--- src/rtl/nes_pad_reader_if.sv ---
// rtl/nes_pad_reader_if.sv - pad wire and decoded-state bundle for nes_pad_reader
//
// Purpose: groups the serial pad lines and the published button/direction
// state so the reader, the pad and the input selector share one port.
//   PAD_DATA   pad -> reader  serial data, active-low, asynchronous
//   PAD_LATCH  reader -> pad  latch strobe, active-high
//   PAD_CLK    reader -> pad  shift clock, idles high
//   NU/ND/NL/NR, NReadable, Buttons[NBITS], FrameDone  reader -> consumer
// Build option: NES_PAD_SNES_EN selects the 16-bit SNES frame (NBITS = 16).

interface nes_pad_reader_if;
`ifdef NES_PAD_SNES_EN
  localparam int NBITS = 16;
`else
  localparam int NBITS = 8;
`endif

  logic             PAD_DATA;
  logic             PAD_LATCH;
  logic             PAD_CLK;
  logic             NU;
  logic             ND;
  logic             NL;
  logic             NR;
  logic             NReadable;
  logic [NBITS-1:0] Buttons;
  logic             FrameDone;

  modport master (
    input  PAD_DATA,
    output PAD_LATCH, PAD_CLK, NU, ND, NL, NR, NReadable, Buttons, FrameDone
  );

  modport slave (
    output PAD_DATA,
    input  PAD_LATCH, PAD_CLK, NU, ND, NL, NR, NReadable, Buttons, FrameDone
  );
endinterface

--- src/rtl/nes_pad_reader.sv ---
// rtl/nes_pad_reader.sv - NES/SNES serial game pad poller
//
// Purpose: periodically latches and clocks a serial game pad, shifts in the
// active-low button bits, checks the trailing presence bit and publishes a
// frame-atomic snapshot of buttons and directions.
// Ports:
//   CLK    system clock
//   RST_N  asynchronous active-low reset
//   bus    nes_pad_reader_if.master (PAD_DATA in; PAD_LATCH, PAD_CLK,
//          NU/ND/NL/NR, NReadable, Buttons, FrameDone out)
// Build option: NES_PAD_SNES_EN selects a 16-bit SNES frame; the top four
// bits are reserved and always published as 0.

module nes_pad_reader #(
  parameter int TICK_DIV   = 300,
  parameter int POLL_TICKS = 2778
) (
  input  logic             CLK,
  input  logic             RST_N,
  nes_pad_reader_if.master bus
);

`ifdef NES_PAD_SNES_EN
  localparam int               NBITS    = 16;
  localparam logic [NBITS-1:0] BTN_MASK = 16'h0FFF;
`else
  localparam int               NBITS    = 8;
  localparam logic [NBITS-1:0] BTN_MASK = 8'hFF;
`endif

  localparam int TW = $clog2(TICK_DIV);
  localparam int PW = $clog2(POLL_TICKS + 1);
  localparam int KW = $clog2(NBITS + 1);

  typedef enum logic [2:0] {
    S_IDLE,
    S_LATCH,
    S_SAMPLE,
    S_PULSE,
    S_UPDATE
  } state_t;

  state_t           state_q, state_d;
  logic [1:0]       sync_q;
  logic [TW-1:0]    tick_q, tick_d;
  logic [PW-1:0]    cnt_q, cnt_d;
  logic [KW-1:0]    k_q, k_d;
  logic [NBITS-1:0] shift_q, shift_d;
  logic [NBITS-1:0] buttons_q, buttons_d;
  logic             readable_q, readable_d;
  logic             latch_q, pclk_q, done_q;
  logic             data_s;
  logic             strobe;

  assign data_s = sync_q[1];
  assign strobe = (tick_q == TW'(TICK_DIV - 1));

  always_ff @(posedge CLK or negedge RST_N) begin
    if (!RST_N) begin
      state_q    <= S_IDLE;
      sync_q     <= 2'b11;
      tick_q     <= '0;
      cnt_q      <= '0;
      k_q        <= '0;
      shift_q    <= '0;
      buttons_q  <= '0;
      readable_q <= 1'b0;
      latch_q    <= 1'b0;
      pclk_q     <= 1'b1;
      done_q     <= 1'b0;
    end else begin
      state_q    <= state_d;
      sync_q     <= {sync_q[0], bus.PAD_DATA};
      tick_q     <= tick_d;
      cnt_q      <= cnt_d;
      k_q        <= k_d;
      shift_q    <= shift_d;
      buttons_q  <= buttons_d;
      readable_q <= readable_d;
      // Pad-facing strobes are registered from the next state so the wires
      // never glitch on a multi-bit state change.
      latch_q    <= (state_d == S_LATCH);
      pclk_q     <= (state_d != S_PULSE);
      done_q     <= (state_d == S_UPDATE);
    end
  end

  always_comb begin
    state_d    = state_q;
    tick_d     = strobe ? '0 : tick_q + TW'(1);
    cnt_d      = cnt_q;
    k_d        = k_q;
    shift_d    = shift_q;
    buttons_d  = buttons_q;
    readable_d = readable_q;

    case (state_q)
      S_IDLE: begin
        if (strobe) begin
          if (cnt_q == PW'(POLL_TICKS - 1)) begin
            cnt_d   = '0;
            state_d = S_LATCH;
          end else begin
            cnt_d = cnt_q + PW'(1);
          end
        end
      end
      S_LATCH: begin
        if (strobe) begin
          if (cnt_q == PW'(1)) begin
            cnt_d   = '0;
            k_d     = '0;
            state_d = S_SAMPLE;
          end else begin
            cnt_d = cnt_q + PW'(1);
          end
        end
      end
      S_SAMPLE: begin
        if (strobe) begin
          if (k_q == KW'(NBITS)) begin
            // Presence bit: a grounded serial-in reads low; a missing pad
            // floats or is pulled high. Outputs load here so they are
            // already valid during the one-cycle UPDATE/FrameDone window.
            if (!data_s) begin
              buttons_d  = shift_q & BTN_MASK;
              readable_d = 1'b1;
            end else begin
              buttons_d  = '0;
              readable_d = 1'b0;
            end
            state_d = S_UPDATE;
          end else begin
            // Shift right so the first bit clocked out lands in bit 0.
            shift_d = {~data_s, shift_q[NBITS-1:1]};
            state_d = S_PULSE;
          end
        end
      end
      S_PULSE: begin
        if (strobe) begin
          k_d     = k_q + KW'(1);
          state_d = S_SAMPLE;
        end
      end
      S_UPDATE: begin
        cnt_d   = '0;
        state_d = S_IDLE;
      end
      default: state_d = S_IDLE;
    endcase
  end

  assign bus.PAD_LATCH = latch_q;
  assign bus.PAD_CLK   = pclk_q;
  assign bus.FrameDone = done_q;
  assign bus.Buttons   = buttons_q;
  assign bus.NReadable = readable_q;
  assign bus.NU        = buttons_q[4];
  assign bus.ND        = buttons_q[5];
  assign bus.NL        = buttons_q[6];
  assign bus.NR        = buttons_q[7];

endmodule

--- src/flat_wrapper.sv ---
// flat-port wrapper written by rule: the top's interface ports become plain ports
module nes_pad_reader_flat 
#(
  parameter int TICK_DIV   = 300,
  parameter int POLL_TICKS = 2778
)
  (CLK, RST_N, bus_PAD_DATA, bus_PAD_LATCH, bus_PAD_CLK, bus_NU, bus_ND, bus_NL, bus_NR, bus_NReadable, bus_Buttons, bus_FrameDone);
  nes_pad_reader_if bus_i ();
  input  logic CLK;
  input  logic RST_N;
  input wire logic [$bits(bus_i.PAD_DATA)-1:0] bus_PAD_DATA;
  output wire logic [$bits(bus_i.PAD_LATCH)-1:0] bus_PAD_LATCH;
  output wire logic [$bits(bus_i.PAD_CLK)-1:0] bus_PAD_CLK;
  output wire logic [$bits(bus_i.NU)-1:0] bus_NU;
  output wire logic [$bits(bus_i.ND)-1:0] bus_ND;
  output wire logic [$bits(bus_i.NL)-1:0] bus_NL;
  output wire logic [$bits(bus_i.NR)-1:0] bus_NR;
  output wire logic [$bits(bus_i.NReadable)-1:0] bus_NReadable;
  output wire logic [$bits(bus_i.Buttons)-1:0] bus_Buttons;
  output wire logic [$bits(bus_i.FrameDone)-1:0] bus_FrameDone;
  assign bus_i.PAD_DATA = bus_PAD_DATA;
  assign bus_PAD_LATCH = bus_i.PAD_LATCH;
  assign bus_PAD_CLK = bus_i.PAD_CLK;
  assign bus_NU = bus_i.NU;
  assign bus_ND = bus_i.ND;
  assign bus_NL = bus_i.NL;
  assign bus_NR = bus_i.NR;
  assign bus_NReadable = bus_i.NReadable;
  assign bus_Buttons = bus_i.Buttons;
  assign bus_FrameDone = bus_i.FrameDone;
  nes_pad_reader #(.TICK_DIV(TICK_DIV), .POLL_TICKS(POLL_TICKS)) u_core (.CLK(CLK), .RST_N(RST_N), .bus(bus_i));
endmodule
--- config.mk ---
export PLATFORM = sky130hd
export DESIGN_NAME = nes_pad_reader_flat
export DESIGN_NICKNAME = d
export VERILOG_FILES = /design/src/rtl/nes_pad_reader_if.sv /design/src/rtl/nes_pad_reader.sv /design/src/flat_wrapper.sv
export SDC_FILE = /design/constraint.sdc
export NUM_CORES = 1
export LEC_CHECK = 0
export ABC_CLOCK_PERIOD_IN_PS = 3330
export CORE_MARGIN = 2
export CORE_UTILIZATION = 50
export CTS_CLUSTER_SIZE = 40
export DETAILED_ROUTE_END_ITERATION = 10
export PLACE_DENSITY = 0.69
export SYNTH_ARGS = -nofsm -noshare
export SYNTH_HDL_FRONTEND = slang
export SYNTH_SLANG_ARGS = --single-unit
--- constraint.sdc ---
create_clock -name CLK -period 3.33 [get_ports CLK]
set_input_delay 0.8325 -clock CLK [delete_from_list [all_inputs] [get_ports CLK]]
set_output_delay 0.8325 -clock CLK [all_outputs]
set_load 0.01 [all_outputs]
### Word level (Yosys, flattened, before mapping)

Cells that the tools add are included.

* register bits: 50
* input bits: 3
* output and inout bits: 16

* $add $sub $neg: 3
* eq/ne operators: 15
* multiplexer cells: 20
* bitwise gates (word level): 2
* reductions and logical operators: 7

Operators by type and width (count)
* two-way mux 12 bit: 4
* one-hot mux 12 bit (3 select lines): 1
* two-way mux 3 bit: 7
* adder 12 x 1 -> 12 bit, second input constant: 1
* == test 12 x 1 -> 1 bit, second input constant: 1
* == test 12 bit, second input constant: 1
* two-way mux 4 bit: 3
* one-hot mux 3 bit (4 select lines): 1
* adder 9 x 1 -> 9 bit, second input constant: 1
* == test 9 bit, second input constant: 1
* two-way mux 9 bit: 1
* AND reduction 3 bit: 3
* two-way mux 8 bit: 1
* != test 2 x 1 -> 1 bit, second input constant: 4
* one-hot mux 4 bit (2 select lines): 1
* == test 3 x 1 -> 1 bit, second input constant: 2
* == test 3 x 2 -> 1 bit, second input constant: 2
* == test 3 bit, second input constant: 2
* adder 4 x 1 -> 4 bit, second input constant: 1
* == test 4 bit, second input constant: 1
* AND reduction 4 bit: 1
* zero test 3 bit: 1
* != test 3 x 2 -> 1 bit, second input constant: 1
* nonzero test 3 bit: 1
* 3 further kinds: 4

### Longest topological paths before layout

* depth after elaboration: 5
* mapped depth: 8
* mapped depth without buffers: 7

### Worst setup path after synthesis

OpenSTA, ideal clock, no wires.

* path kind: reg2reg
* start: register u_core.cnt_q[1]
* end: register u_core.cnt_q[3]
* setup time: 124 ps
* data arrival time: 1945 ps
* data required time: 3206 ps
* path slack: 1261 ps
* cell stages (with the launch flop): 8
* path buffers: 0
* cells stage by stage: dfrtp_1 > inv_1 > ha_1 > or3b_4 > o41ai_4 > a221oi_2 > and3_1 > a211o_1

* cells in the longest elaborated chain, start to end: 4

RTL lines
* start, declared: line nes_pad_reader.sv:46 `logic [PW-1:0] cnt_q, cnt_d;`
* start signal, assigned: line nes_pad_reader.sv:75 `cnt_q <= cnt_d;`
* adder 12 x 1 -> 12 bit (tied with other cells): line nes_pad_reader.sv:104, nes_pad_reader.sv:115
* two-way mux 12 bit (on tied branches): line nes_pad_reader.sv:110, nes_pad_reader.sv:100
* two-way mux 12 bit (on tied branches): line nes_pad_reader.sv:109, nes_pad_reader.sv:99
* one-hot mux 12 bit (3 select lines) (*): line nes_pad_reader.sv:97 `case (state_q)`

Mark *: on every way between the ends. The rest lies on a longest branch, timed or not. The select of a mux whose other input is x is not followed.
A chain may end at the register's enable or synchronous reset.

### Final worst setup path

* start: register u_core.tick_q[0]
* end: register u_core.latch_q, in the netlist u_core.bus.PAD_LATCH

* cells in the longest elaborated chain, start to end: 4

RTL lines
* start, declared: line nes_pad_reader.sv:45 `logic [TW-1:0] tick_q, tick_d;`
* start signal, assigned: line nes_pad_reader.sv:74 `tick_q <= tick_d;`
* == test 9 bit (*): line nes_pad_reader.sv:56 `assign strobe = (tick_q == TW'(TICK_DIV - 1));`
* two-way mux 3 bit (on tied branches)
* one-hot mux 3 bit (4 select lines) (*): line nes_pad_reader.sv:97
* == test 3 x 1 -> 1 bit (*): line nes_pad_reader.sv:82 `latch_q <= (state_d == S_LATCH);`
* end signal, assigned: line nes_pad_reader.sv:82
* end, declared: line nes_pad_reader.sv:51 `logic latch_q, pclk_q, done_q;`

Mark *: on every way between the ends. The rest lies on a longest branch, timed or not.

==> metrics.txt <==
status=complete, no violations; Die Y-Extent=about 74 µm; clock slew at reported path FFs=roughly 90 ps; I/O pin count=19; Final Hold Fails=0; CP top delay family=simple AND/OR/NAND/NOR gates; cts hold-fix bufs=0; H-tree depth=2; Pleak=1.189 nW; beginning of the critical path=u_core.tick_q[0]$_DFF_PN0_; switching share of power=between 15 and 20%; clock share of power=44.8%; routability cong.=between 0.8 and 0.9; Die W=74.50 µm; die area=~5500 µm²; Final Slew Violations=0; CP bufs+invs=0; Post-CTS Setup Inserts=0; nets@finish=267; reg-to-reg startpoint=u_core.tick_q[0]$_DFF_PN0_; area grow syn2layout=13.49%; CP max stage cell=a2111oi_0; most common cell in the synthesized netlist=dfrtp_1; combinational group share of total power=1.3%; WS Path Type=reg -> reg; fillers=around 430; Flop pwr share=between 50% and 60%; post-DR wirelength/cell=13.20 µm; minimum clock period=roughly 2300 ps; antenna diode count=0; worst min-delay path startpoint=u_core.sync_q[0]$_DFF_PN1_; Syn Inst Count=approximately 240; initial antenna violation count=0; Synth Register Bits=50; placed insts=319; CORE AREA=4755 µm²; Clock Latency Late Sink=~300 ps; Initial Util=a little over half; Slew @ Worst Pin=1077 ps; Worst Path Required=between 3000 and 4000 ps; DRC viols=0; Multi-input gate area=1120 µm²; EDFF count, synth=0; Root Driver=clkbuf_8; Cell Chain, Critical Path=ha_1 > nand4bb_1 > or2_0 > nor3_2 > a21oi_1 > a2111oi_0; top cells by area, synth=dfrtp_1, nand2_1, nand3_1, mux2_2, dfstp_2; pin count of the biggest net entering global routing=50; Yosys top cell area share=47.33%; Synth cell types=between 40 and 50; WL final=4316 µm; async set-reset flop share out of synthesis=100.0%; CP Max Fanout=6; crit share post-route=between 60 and 70%; max-cap violation count=0; initial DRC count=~90; R2R setup slack=between 1000 and 1500 ps; RSZ-0062 raised after global routing=false; first-pass GRT wire length=roughly 7600 µm; total global-route track usage=17.91%; slowest stage delay, CP=between 500 and 600 ps; Final HPWL DP=2999 µm; Synth Warn #=0; vias in the first global route=1583; total CTS buffers=5; top post-synthesis cells by count=dfrtp_1, nand2_1, nand3_1; Peak VDD IR=approximately 170 µV; post-synth top area cell=dfrtp_1; Reg area=roughly 1300 µm²; drt first pass iters=4; layout cells sized above 1=about 15%; internal power=slightly above 0.9 mW; Clock Path Buffers=2; Resized Gates After CTS=0; Post-Syn Area=2485 µm²; switching power=0.2199 mW; sequential area share after synthesis=50.50%; setup_tns=0 ps; Final setup viols=0; grt total ovfl=0; CTS tree=built; cell area power density=roughly 400 nW/µm²; f_max=approximately 440 MHz; relative slew slack=28.22%; syn_area_per_cell=10.18 µm²; num rows=25; number of vias per cell=5.364; Clock Skew=6.305 ps; input/output buffers=18; Finished Layout Cells=approximately 330; Post-Syn Nets=between 200 and 300; Antenna Nets Post-Route=0; Most used DFF post-synth=dfrtp_1; Worst Hold Class=reg -> reg; clock sink total=50; crit start category=flop; CP Capture Type=flop; Data arrival, critical path=2440 ps; via count=around 1.8k
cell usage in the layout, fill, tap and decap left out, types with 2 or more instances in the layout:
master	count
nor3_1	7
bufinv_16	2
a21oi_1	6
mux2i_1	2
ha_1	5
dfrtp_1	47
nor2_1	12
buf_4	2
nor4_1	2
nand3_1	22
a22o_1	2
or3_1	5
nand2b_1	11
xnor2_1	3
o21ai_2	8
dfstp_2	3
nand4bb_1	3
inv_1	9
nand4_1	3
or2_2	3
nand3b_1	2
o21ai_0	9
xor2_1	2
or4_4	2
clkbuf_8	5
nand2_1	34
and3_1	3
clkdlybuf4s50_1	17
mux2_2	8
per-layer routing:
layer | share of wire [%] | track usage (%) | vias up | routed length, µm
met5 | 0 | 0 | - | 0
met4 | 1.4 | 5.952 | 0 | 60
met3 | 4.2 | 4.065 | 5 | 180
met2 | 45 | 27.04 | 31 | 1931
met1 | 50 | 25.63 | 831 | 2143
li1 | - | - | 887 | -
logic make-up after synthesis:
group,share of synthesized area (%)
and+or+nand+nor,24.47
DFF,50.50
AOI/OAI and AO/OA,11.88
buffers and inverters,4.431
muxes,4.431
xor gates and xnor gates,1.763
adders and majority gates,2.518
flip-flops by register name, indices dropped and copies added (netlist names):
name	flops
u_core.bus.FrameDone	1
u_core.sync_q	2
u_core.k_q	4
u_core.bus.Buttons	8
u_core.state_q	3
u_core.bus.PAD_CLK	1
u_core.cnt_q	12
u_core.shift_q	8
u_core.bus.NReadable	1
u_core.tick_q	9
u_core.bus.PAD_LATCH	1
path summary, 6_finish.rpt:
check,end,depth (start not counted)
max,u_core.bus.PAD_LATCH$_DFF_PN0_,6
min,u_core.sync_q[1]$_DFF_PN1_,0
max reg2reg,u_core.bus.PAD_LATCH$_DFF_PN0_,6
min reg2reg,u_core.sync_q[1]$_DFF_PN1_,0
max in group asynchronous,u_core.sync_q[0]$_DFF_PN1_,2
min in group asynchronous,u_core.k_q[0]$_DFFE_PN0P_,1
cell type report:
cell class                 instances  share of cell area, %
tap                               67                  2.972
clock inverter                     3                  2.440
inverter                           9                  1.198
clock buffer                       5                  2.440
multi-input combinational        173                  39.71
sequential                        50                  44.50
timing repair buffer              20                  6.744
power by group through the flow:
stage	sequential [mW]	clock [mW]	combinational (mW)
after floorplan	0.622	0	0.00132
after global placement	0.622	0	0.0159
after detailed placement	0.622	0	0.0162
after CTS	0.611	0.518	0.0161
after global routing	0.611	0.546	0.0181
final	0.610	0.508	0.0150
through the flow:
step | area, µm² | worst slack, ps | total power [mW] | hold slack [ps] | util, %
3_3_place_gp | 2683 | 1073 | 0.6382 | 346.1 | 56.42
3_5_place_dp | 2683 | 1033 | 0.6386 | 348.8 | 56.42
2_1_floorplan | 2485 | 1261 | 0.6232 | 345.2 | -
6_report | 2820 | 1034 | 1.133 | 353.9 | 59.32
4_1_cts | 2820 | 1010 | 1.145 | 357.7 | 59.32
5_1_grt | 2820 | 801.1 | 1.175 | 363.8 | 59.32
No activity file was read; power rests on OpenSTA's default activity.
